File: src/rtl/b_mem_pkg.sv
// Shared constants, burst-length helpers and FSM state encoding for the
// beta-store burst scheduler.
package b_mem_pkg;

    localparam int unsigned N        = 1024;
    localparam int unsigned P        = 32;
    localparam int unsigned LMAX     = $clog2(N) - 2;
    localparam int unsigned LW       = 5;
    localparam int unsigned WB_SHIFT = $clog2(2 * P);
    localparam int unsigned RB_SHIFT = $clog2(P);

    typedef enum logic [1:0] {
        S_IDLE  = 2'd0,
        S_BURST = 2'd1,
        S_DONE  = 2'd2,
        S_ERR   = 2'd3
    } state_t;

    // Write beats carry 2*P entries: max(1, 2^layer / 2P)
    function automatic logic [LW-1:0] wr_beats(input logic [LW-1:0] layer);
        if (32'(layer) > WB_SHIFT)
            return LW'(1) << (32'(layer) - WB_SHIFT);
        return LW'(1);
    endfunction

    // Read beats carry P entries: max(1, 2^layer / P)
    function automatic logic [LW-1:0] rd_beats(input logic [LW-1:0] layer);
        if (32'(layer) > RB_SHIFT)
            return LW'(1) << (32'(layer) - RB_SHIFT);
        return LW'(1);
    endfunction

    function automatic logic layer_ok(input logic [LW-1:0] layer);
        return (layer != '0) && (32'(layer) <= LMAX);
    endfunction

endpackage

File: src/rtl/b_burst_ctr.sv
// Generic IDLE/BURST beat counter: on start, runs len beats with registered
// active/first/beat/last; done_c flags the final beat for the parent FSM.
module b_burst_ctr
    import b_mem_pkg::*;
(
    input  logic          clk,
    input  logic          rst,
    input  logic          start,
    input  logic [LW-1:0] len,
    output logic          active,
    output logic          first,
    output logic [LW-1:0] beat,
    output logic          last,
    output logic          done_c
);

    state_t        state, state_d;
    logic          active_d, first_d, last_d;
    logic [LW-1:0] beat_d, len_q, len_d;

    always_ff @(posedge clk) begin
        if (rst) state <= S_IDLE;
        else     state <= state_d;
    end

    always_comb begin
        state_d  = state;
        active_d = active;
        first_d  = 1'b0;
        beat_d   = beat;
        last_d   = last;
        len_d    = len_q;
        case (state)
            S_IDLE: begin
                if (start) begin
                    state_d  = S_BURST;
                    active_d = 1'b1;
                    first_d  = 1'b1;
                    beat_d   = '0;
                    last_d   = (len <= LW'(1));
                    len_d    = len;
                end
            end
            S_BURST: begin
                if (last) begin
                    state_d  = S_IDLE;
                    active_d = 1'b0;
                    beat_d   = '0;
                    last_d   = 1'b0;
                end else begin
                    beat_d = LW'(beat + LW'(1));
                    last_d = (LW'(beat + LW'(2)) == len_q);
                end
            end
            default: begin
                state_d  = S_IDLE;
                active_d = 1'b0;
                beat_d   = '0;
                last_d   = 1'b0;
            end
        endcase
    end

    always_ff @(posedge clk) begin
        if (rst) begin
            active <= 1'b0;
            first  <= 1'b0;
            beat   <= '0;
            last   <= 1'b0;
            len_q  <= '0;
        end else begin
            active <= active_d;
            first  <= first_d;
            beat   <= beat_d;
            last   <= last_d;
            len_q  <= len_d;
        end
    end

    assign done_c = (state == S_BURST) && last;

endmodule

File: src/rtl/b_mem_sched.sv
// Burst scheduler for the SCAN beta store: write/read FSMs, read-after-write
// layer hazard, and 1-cycle read-data alignment.
module b_mem_sched
    import b_mem_pkg::*;
(
    input  logic          clk,
    input  logic          rst,
    input  logic          wr_req,
    input  logic [LW-1:0] wr_layer,
    output logic          wr_gnt,
    output logic [LW-1:0] wr_beat,
    output logic          wr_last,
    output logic          wr_done,
    input  logic          rd_req,
    input  logic [LW-1:0] rd_layer,
    output logic          rd_gnt,
    output logic          rd_valid,
    output logic [LW-1:0] rd_beat,
    output logic          rd_last,
    output logic [LW-1:0] layer_w,
    output logic [LW-1:0] cnta,
    output logic          w_en,
    output logic [LW-1:0] layer_r,
    output logic [LW-1:0] cntb,
    output logic          r_en,
    output logic          busy,
    output logic          err
);

    state_t wr_state, wr_next, rd_state, rd_next;
    logic   wr_start, wr_bad, rd_start, rd_bad, rd_block;
    logic   wr_fin_c, rd_fin_c, rd_end;

    b_burst_ctr u_wr_ctr (
        .clk    (clk),
        .rst    (rst),
        .start  (wr_start),
        .len    (wr_beats(wr_layer)),
        .active (w_en),
        .first  (wr_gnt),
        .beat   (cnta),
        .last   (wr_last),
        .done_c (wr_fin_c)
    );

    b_burst_ctr u_rd_ctr (
        .clk    (clk),
        .rst    (rst),
        .start  (rd_start),
        .len    (rd_beats(rd_layer)),
        .active (r_en),
        .first  (rd_gnt),
        .beat   (cntb),
        .last   (rd_end),
        .done_c (rd_fin_c)
    );

    assign wr_beat = cnta;

    always_ff @(posedge clk) begin
        if (rst) begin
            wr_state <= S_IDLE;
            rd_state <= S_IDLE;
        end else begin
            wr_state <= wr_next;
            rd_state <= rd_next;
        end
    end

    // Write FSM: illegal layers still pass through DONE so wr_done always pulses
    always_comb begin
        wr_next  = wr_state;
        wr_start = 1'b0;
        wr_bad   = 1'b0;
        case (wr_state)
            S_IDLE: begin
                if (wr_req) begin
                    if (layer_ok(wr_layer)) begin
                        wr_next  = S_BURST;
                        wr_start = 1'b1;
                    end else begin
                        wr_next = S_ERR;
                        wr_bad  = 1'b1;
                    end
                end
            end
            S_BURST: if (wr_fin_c) wr_next = S_DONE;
            S_ERR:   wr_next = S_DONE;
            default: wr_next = S_IDLE;
        endcase
    end

    // Read FSM: held off while a same-layer write is bursting or being accepted
    always_comb begin
        rd_next  = rd_state;
        rd_start = 1'b0;
        rd_bad   = 1'b0;
        rd_block = ((wr_state == S_BURST) && (layer_w == rd_layer)) ||
                   (wr_start && (wr_layer == rd_layer));
        case (rd_state)
            S_IDLE: begin
                if (rd_req && !rd_block) begin
                    if (layer_ok(rd_layer)) begin
                        rd_next  = S_BURST;
                        rd_start = 1'b1;
                    end else begin
                        rd_next = S_ERR;
                        rd_bad  = 1'b1;
                    end
                end
            end
            S_BURST: if (rd_fin_c) rd_next = S_IDLE;
            default: rd_next = S_IDLE;
        endcase
    end

    always_ff @(posedge clk) begin
        if (rst) begin
            layer_w  <= '0;
            layer_r  <= '0;
            wr_done  <= 1'b0;
            rd_valid <= 1'b0;
            rd_beat  <= '0;
            rd_last  <= 1'b0;
            err      <= 1'b0;
            busy     <= 1'b0;
        end else begin
            if (wr_state == S_IDLE && wr_req) layer_w <= wr_layer;
            if (rd_start || rd_bad)           layer_r <= rd_layer;
            wr_done  <= (wr_next == S_DONE);
            rd_valid <= r_en;
            rd_beat  <= cntb;
            rd_last  <= rd_end;
            err      <= wr_bad || rd_bad;
            busy     <= (wr_next != S_IDLE) || (rd_next != S_IDLE);
        end
    end

endmodule
File: config.mk
export PLATFORM = sky130hd
export DESIGN_NAME = b_mem_sched
export DESIGN_NICKNAME = d
export VERILOG_FILES = /design/src/rtl/b_mem_pkg.sv /design/src/rtl/b_burst_ctr.sv /design/src/rtl/b_mem_sched.sv
export SDC_FILE = /design/constraint.sdc
export NUM_CORES = 1
export LEC_CHECK = 0
export CELL_PAD_IN_SITES_DETAIL_PLACEMENT = 1
export CELL_PAD_IN_SITES_GLOBAL_PLACEMENT = 2
export CORE_MARGIN = 10
export CORE_UTILIZATION = 30
export DETAILED_ROUTE_END_ITERATION = 12
export HOLD_SLACK_MARGIN = 0.03
export MAX_ROUTING_LAYER = met4
export PLACE_DENSITY_LB_ADDON = 0.1
export SLEW_MARGIN = 20
export SYNTH_ARGS = -nofsm -noshare
export SYNTH_HDL_FRONTEND = slang
export SYNTH_SLANG_ARGS = --single-unit
File: constraint.sdc
create_clock -name clk -period 2.3 [get_ports clk]
set_input_delay 0.23 -clock clk [delete_from_list [all_inputs] [get_ports clk]]
set_output_delay 0.23 -clock clk [all_outputs]
set_load 0.01 [all_outputs]
==> flow_summary.toml, run 1 <==
[status]
outcome = "complete, no violations"

[power_and_ir_drop]
combPwrFrac_pct = 18.6
p_clk_share_pct = 33.6
p_seq_share_pct = 47.8
p_per_area_nw_per_um2 = 544
power_leakage_nw = 1.34
sw_frac_of_total_pct = 27.2
max-vdd-ir-drop_uv = 269
switchingPower_mw = 0.526
internal-power_mw = 1.41

[clock_network]
cts_buffers = 5
cts_tree = "yes"
h-tree-depth = 2
cts_buffer_depth = 2
path_clk_slew_ns = 0.10
post-cts-setup-buffers = 0
clock_latency_ns = 0.31
cts_sinks = 50
cts_hold_buf = 0
root_buffer = "clkbuf_8"

[cells_and_area]
final_cells = 482
diodes = 0
area_delta_synth_final_pct = 32.8
drive_gt1_share_pct = 12.8
nets = 395

[synthesis]
synth_area_sq_um = 2680
ys_types = 50
synth_seq_cells = 50
yosysWarningCount = 0
async_flop_share_pct = 0
ys_top_cells_by_area = "dfxtp_1, xnor2_1, a21oi_1"
netlist_instances = 310
syn-num-nets = 332
synth_edf_count = 0
yosysTopAreaCellShare_pct = 37.4
synth-seq-area-share_pct = 37.4
synth-main-ff-cell = "dfxtp_1"
avgSynthCellArea_sq_um = 8.63
yosysMostFrequentCell = "dfxtp_1"
synth_area_leader_cell = "dfxtp_1"
synthTopCellsByCount = "dfxtp_1, a21oi_1, nor2_1"

[place]
dp_cells = 474
dp_hpwl_um = 5850
place_congestion = 0.758
numPortBuffers = 53

[min_path]
hp-class = "register to register"

[die]
dieArea_sq_um = 13100
ios = 54
die_y_um = 114
dieWidth_um = 114
num_rows = 34
start_util_pct = 30.7
core_area_sq_um = 8720

[critical_path]
critPathSlowestCell = "or4_4"
max_stage_delay_ns = 0.59
startpoint_type = "input port"
cp_max_fo = 7
crit_chain = "clkdlybuf4s50_1 -> buf_4 -> or4_4 -> nand3_2 -> nor4_4 -> or4_4 -> mux2i_1"
path_class = "input port to register"
cp_common_cell = "or4_4"
worst_ep_arrival_time_ns = 2.38
rrSetupSlack_ns = 0.35
cp-end-kind = "register"
cp.required_ns = 2.51

[timing]
min_period_ns = 2.18
finalSetupViolCount = 0
finClkSkew_ns = 0.0101
hold_viol = 0
slew_headroom_pct = 48.4
worstMarginPinSlew_ns = 0.775
fmax_ghz = 0.459
slew_violations = 0
whs_ns = 0.472
min_period_over_period_pct = 94.7
rsz0062_at_grt = "false"

[global_route]
grt_max_degree = 43
globalRoute.totalOverflow = 0
grt_pass1_wl_um = 12900
grt_pass1_vias = 2587
track_usage_pct = 12.1
antenna_found_initial = 0

[job]
drv_cap = 0

[route]
viasPerCell = 4.93
ant_nets = 0
dr_total_vias = 2374
wl_per_cell_um = 15.7
dr.first_iter.drc_count = 68
drt-pass1-iter-count = 4
route.detailed.drc = 0
route.final.wire_length_um = 7590
state kept, by name, summed over array words and instances, names as in the netlist, 2 cells and up:
signal / flops
u_wr_ctr.beat: 5
layer_r: 5
u_rd_ctr.len_q: 5
u_rd_ctr.beat: 5
rd_beat: 5
rd_state: 2
wr_state: 2
u_wr_ctr.len_q: 5
layer_w: 5
power by group through the flow:
stage	combinational (mW)	sequential [mW]	clock, mW
final	0.359	0.924	0.649
after global routing	0.399	0.931	0.717
after CTS	0.363	0.926	0.671
after detailed placement	0.361	0.945	0
after global placement	0.356	0.946	0
after floorplan	0.186	0.952	0
cells in the final DEF (no fill, tap or decap), types with 8 or more instances in the layout:
master and instances:
clkdlybuf4s50_1 52, ha_1 8, dfxtp_1 50, buf_4 31, nand2_1 14, a21oi_1 28, xnor2_1 20, o21ai_0 16
nand3_1 12, nand2b_1 11, nor2b_1 13, nor2_1 24, mux2i_1 11
worst max-delay path, delay by kind of cell:
kind          cells  cell delay (ns)
simple gates      4             1.36
buf+inv           2             0.64
mux               1             0.15
worst paths after layout:
kind / cells past startpoint / to / startpoint
setup / recovery: 7 / u_rd_ctr.len_q[0]$_SDFFE_PP0P_ / wr_layer[0]
hold / removal: 2 / u_wr_ctr.len_q[2]$_SDFFE_PP0P_ / u_wr_ctr.len_q[2]$_SDFFE_PP0P_
setup reg to reg: 5 / err$_SDFF_PP0_ / wr_state[0]$_SDFF_PP0_
hold reg to reg: 2 / u_wr_ctr.len_q[2]$_SDFFE_PP0P_ / u_wr_ctr.len_q[2]$_SDFFE_PP0P_
final cells by class:
type                    instances  area, sq um
clock inverters                 3         48.8
inverters                       6         22.5
clock buffers                   5         68.8
flip-flops and latches         50         1000
multi-input cells             226         1520
fillers                      1019         5170
repair buffers                 84          758
well taps                     108          135
timing repair:
action | CTS | global route
resized for setup | 0 | 1
endpoints found under the setup margin | 0 | 3
endpoints found under the hold margin | 0 | 0
metal layers:
layer | global-route usage, % | up-vias | share of wire, %
met5 | - | - | 0
met3 | 2.57 | 5 | 4.6
met2 | 18.7 | 47 | 44
li1 | - | 1214 | -
met4 | 2.76 | 0 | 0.70
met1 | 15.8 | 1108 | 51
cells by family after synthesis:
logic type | after synthesis | synth area share [%]
xor gates and xnor gates | 27 | 8.84
and+or+nand+nor | 110 | 23.3
DFF | 50 | 37.4
adders and majority gates | 8 | 3.74
buffers and inverters | 34 | 6.17
AOI/OAI and AO/OA | 70 | 16.4
muxes | 11 | 4.12
stage by stage:
stage          total power [mW]  area, sq um  setup slack, ns  util [%]  setup TNS [ns]
6_report                   1.93         3550            0.122      40.7               0
5_1_grt                    2.05         3550           0.0522      40.7               0
4_1_cts                    1.96         3540           0.0615      40.6               0
3_5_place_dp               1.31         3430           -0.245      39.3           -3.76
3_3_place_gp               1.30         3430           -0.182      39.3           -2.00
2_1_floorplan              1.14         2680            0.255         -               0
No activity file was read; power rests on OpenSTA's default activity.
==> run 2, diff against run 1 <==
--- a/config.mk
+++ b/config.mk
@@ -8,7 +8,7 @@
 export CELL_PAD_IN_SITES_DETAIL_PLACEMENT = 1
 export CELL_PAD_IN_SITES_GLOBAL_PLACEMENT = 2
 export CORE_MARGIN = 10
-export CORE_UTILIZATION = 30
+export CORE_UTILIZATION = 25
 export DETAILED_ROUTE_END_ITERATION = 12
 export HOLD_SLACK_MARGIN = 0.03
 export MAX_ROUTING_LAYER = met4
==> flow_summary.toml, run 2 (synthesized netlist as in run 1, its figures left out) <==
[status]
outcome = "complete, no violations"

[timing]
min_period_ns = 2.11
hold_viol = 0
worstMarginPinSlew_ns = 0.668
fmax_ghz = 0.473
finClkSkew_ns = 0.00670
finalSetupTns_ns = 0
rsz0062_at_grt = "false"
finalSetupViolCount = 0
slew_violations = 0
slew_headroom_pct = 55.5
min_period_over_period_pct = 91.9

[global_route]
antenna_found_initial = 0
grt_pass1_vias = 2485
track_usage_pct = 11.0
grtUsageMet2_pct = 17.2
grt_pass1_wl_um = 13000
gr-usage-met3_pct = 2.46
grt_max_degree = 37
globalRoute.totalOverflow = 0
met1_usage_pct = 14.2
top_usage_layer = "met2"

[clock_network]
cts_hold_buf = 0
cts_buffers = 5
root_buffer = "clkbuf_8"
path_clk_slew_ns = 0.10
cts_tree = "yes"
clock_latency_ns = 0.30
post_cts_resized = 0
cts_buffer_depth = 2
cts_sinks = 50
h-tree-depth = 2
post-cts-setup-buffers = 0

[power_and_ir_drop]
switchingPower_mw = 0.515
internal-power_mw = 1.29
p_seq_share_pct = 51.5
power_leakage_nw = 1.33
sw_frac_of_total_pct = 28.6
p_clk_share_pct = 28.6
combPwrFrac_pct = 19.9
max-vdd-ir-drop_uv = 200
p_per_area_nw_per_um2 = 505

[critical_path]
worst_ep_arrival_time_ns = 2.36
cp.required_ns = 2.54
path_class = "input port to register"
cp-end-kind = "register"
startpoint_type = "input port"
cp_max_fo = 6

[die]
core_area_sq_um = 10400
start_util_pct = 25.8
dieWidth_um = 123
ios = 54
num_rows = 37
dieArea_sq_um = 15200
die_y_um = 123

[cells_and_area]
nets = 398
mostFrequentLayoutCell = "clkdlybuf4s50_1"
final_cells = 512
drive_gt1_share_pct = 13.3
diodes = 0
layout_common_cells = "clkdlybuf4s50_1, dfxtp_1, buf_4, a21oi_1, nor2_1"
area_delta_synth_final_pct = 33.3

[route]
viasPerCell = 4.70
dr.first_iter.drc_count = 86
dr_total_vias = 2407
route.final.wire_length_um = 7910
drt-pass1-iter-count = 6
route.detailed.drc = 0
ant_nets = 0
wl_per_cell_um = 15.4

[job]
drv_cap = 0

[place]
place_congestion = 0.747
dp_hpwl_um = 6180
numPortBuffers = 53
dp_cells = 505

[min_path]
hp-class = "input port to register"
==> run 2: cell type report <==
| class | instances | area (sq um) |
|---|---|---|
| clock buffers | 5 | 68.8 |
| fillers | 1231 | 6800 |
| repair buffers | 87 | 781 |
| multi-input cells | 226 | 1510 |
| well taps | 136 | 170 |
| inverters | 6 | 22.5 |
| clock inverters | 2 | 15.0 |
| flip-flops and latches | 50 | 1000 |
==> run 2: final timing paths <==
kind | from | end | slack (ns) | cells past startpoint
min | rst | rd_beat[1]$_SDFF_PP0_ | 0.45 | 2
min reg2reg | u_wr_ctr.len_q[2]$_SDFFE_PP0P_ | u_wr_ctr.len_q[2]$_SDFFE_PP0P_ | 0.47 | 2
max | wr_layer[4] | u_rd_ctr.beat[0]$_SDFFE_PP0P_ | 0.19 | 7
max reg2reg | wr_state[1]$_SDFF_PP0_ | u_rd_ctr.beat[0]$_SDFFE_PP0P_ | 0.29 | 6
==> run 2: through the flow <==
step	hold WS (ns)	instance area [sq um]	total power [mW]	util, %	worst slack, ns
4_1_cts	0.461	3570	1.84	34.4	0.177
2_1_floorplan	0.377	2680	1.14	-	0.255
6_report	0.450	3570	1.80	34.4	0.186
3_3_place_gp	0.465	3480	1.31	33.6	-0.0931
5_1_grt	0.481	3570	1.90	34.4	0.0243
3_5_place_dp	0.468	3480	1.31	33.6	-0.138
==> run 2: power groups by stage <==
stage                     Sequential [mW]  Combinational [mW]  Clock [mW]
after global placement              0.950               0.360           0
after global routing                0.934               0.400       0.570
after CTS                           0.929               0.365       0.542
final                               0.927               0.358       0.515
after detailed placement            0.949               0.363           0
after floorplan                     0.952               0.186           0
==> run 2: metal layers <==
metal	vias up	routed length (um)
met3	8	396
met1	1131	3910
met2	46	3520
met5	-	0
met4	0	74
li1	1222	-
==> run 2: critical path, stage by stage <==
cell	delay, ns
clkdlybuf4s50_1	0.47
nor4b_2	0.37
nand3_2	0.13
nor4_2	0.59
buf_4	0.23
o311ai_0	0.16
a21oi_1	0.17
==> run 3, diff against run 2 <==
--- a/config.mk
+++ b/config.mk
@@ -17,3 +17,4 @@
 export SYNTH_ARGS = -nofsm -noshare
 export SYNTH_HDL_FRONTEND = slang
 export SYNTH_SLANG_ARGS = --single-unit
+export TNS_END_PERCENT = 20
==> results of run 3 <==
Same layout as run 2: the final DEF is identical, and so are final timing and power.
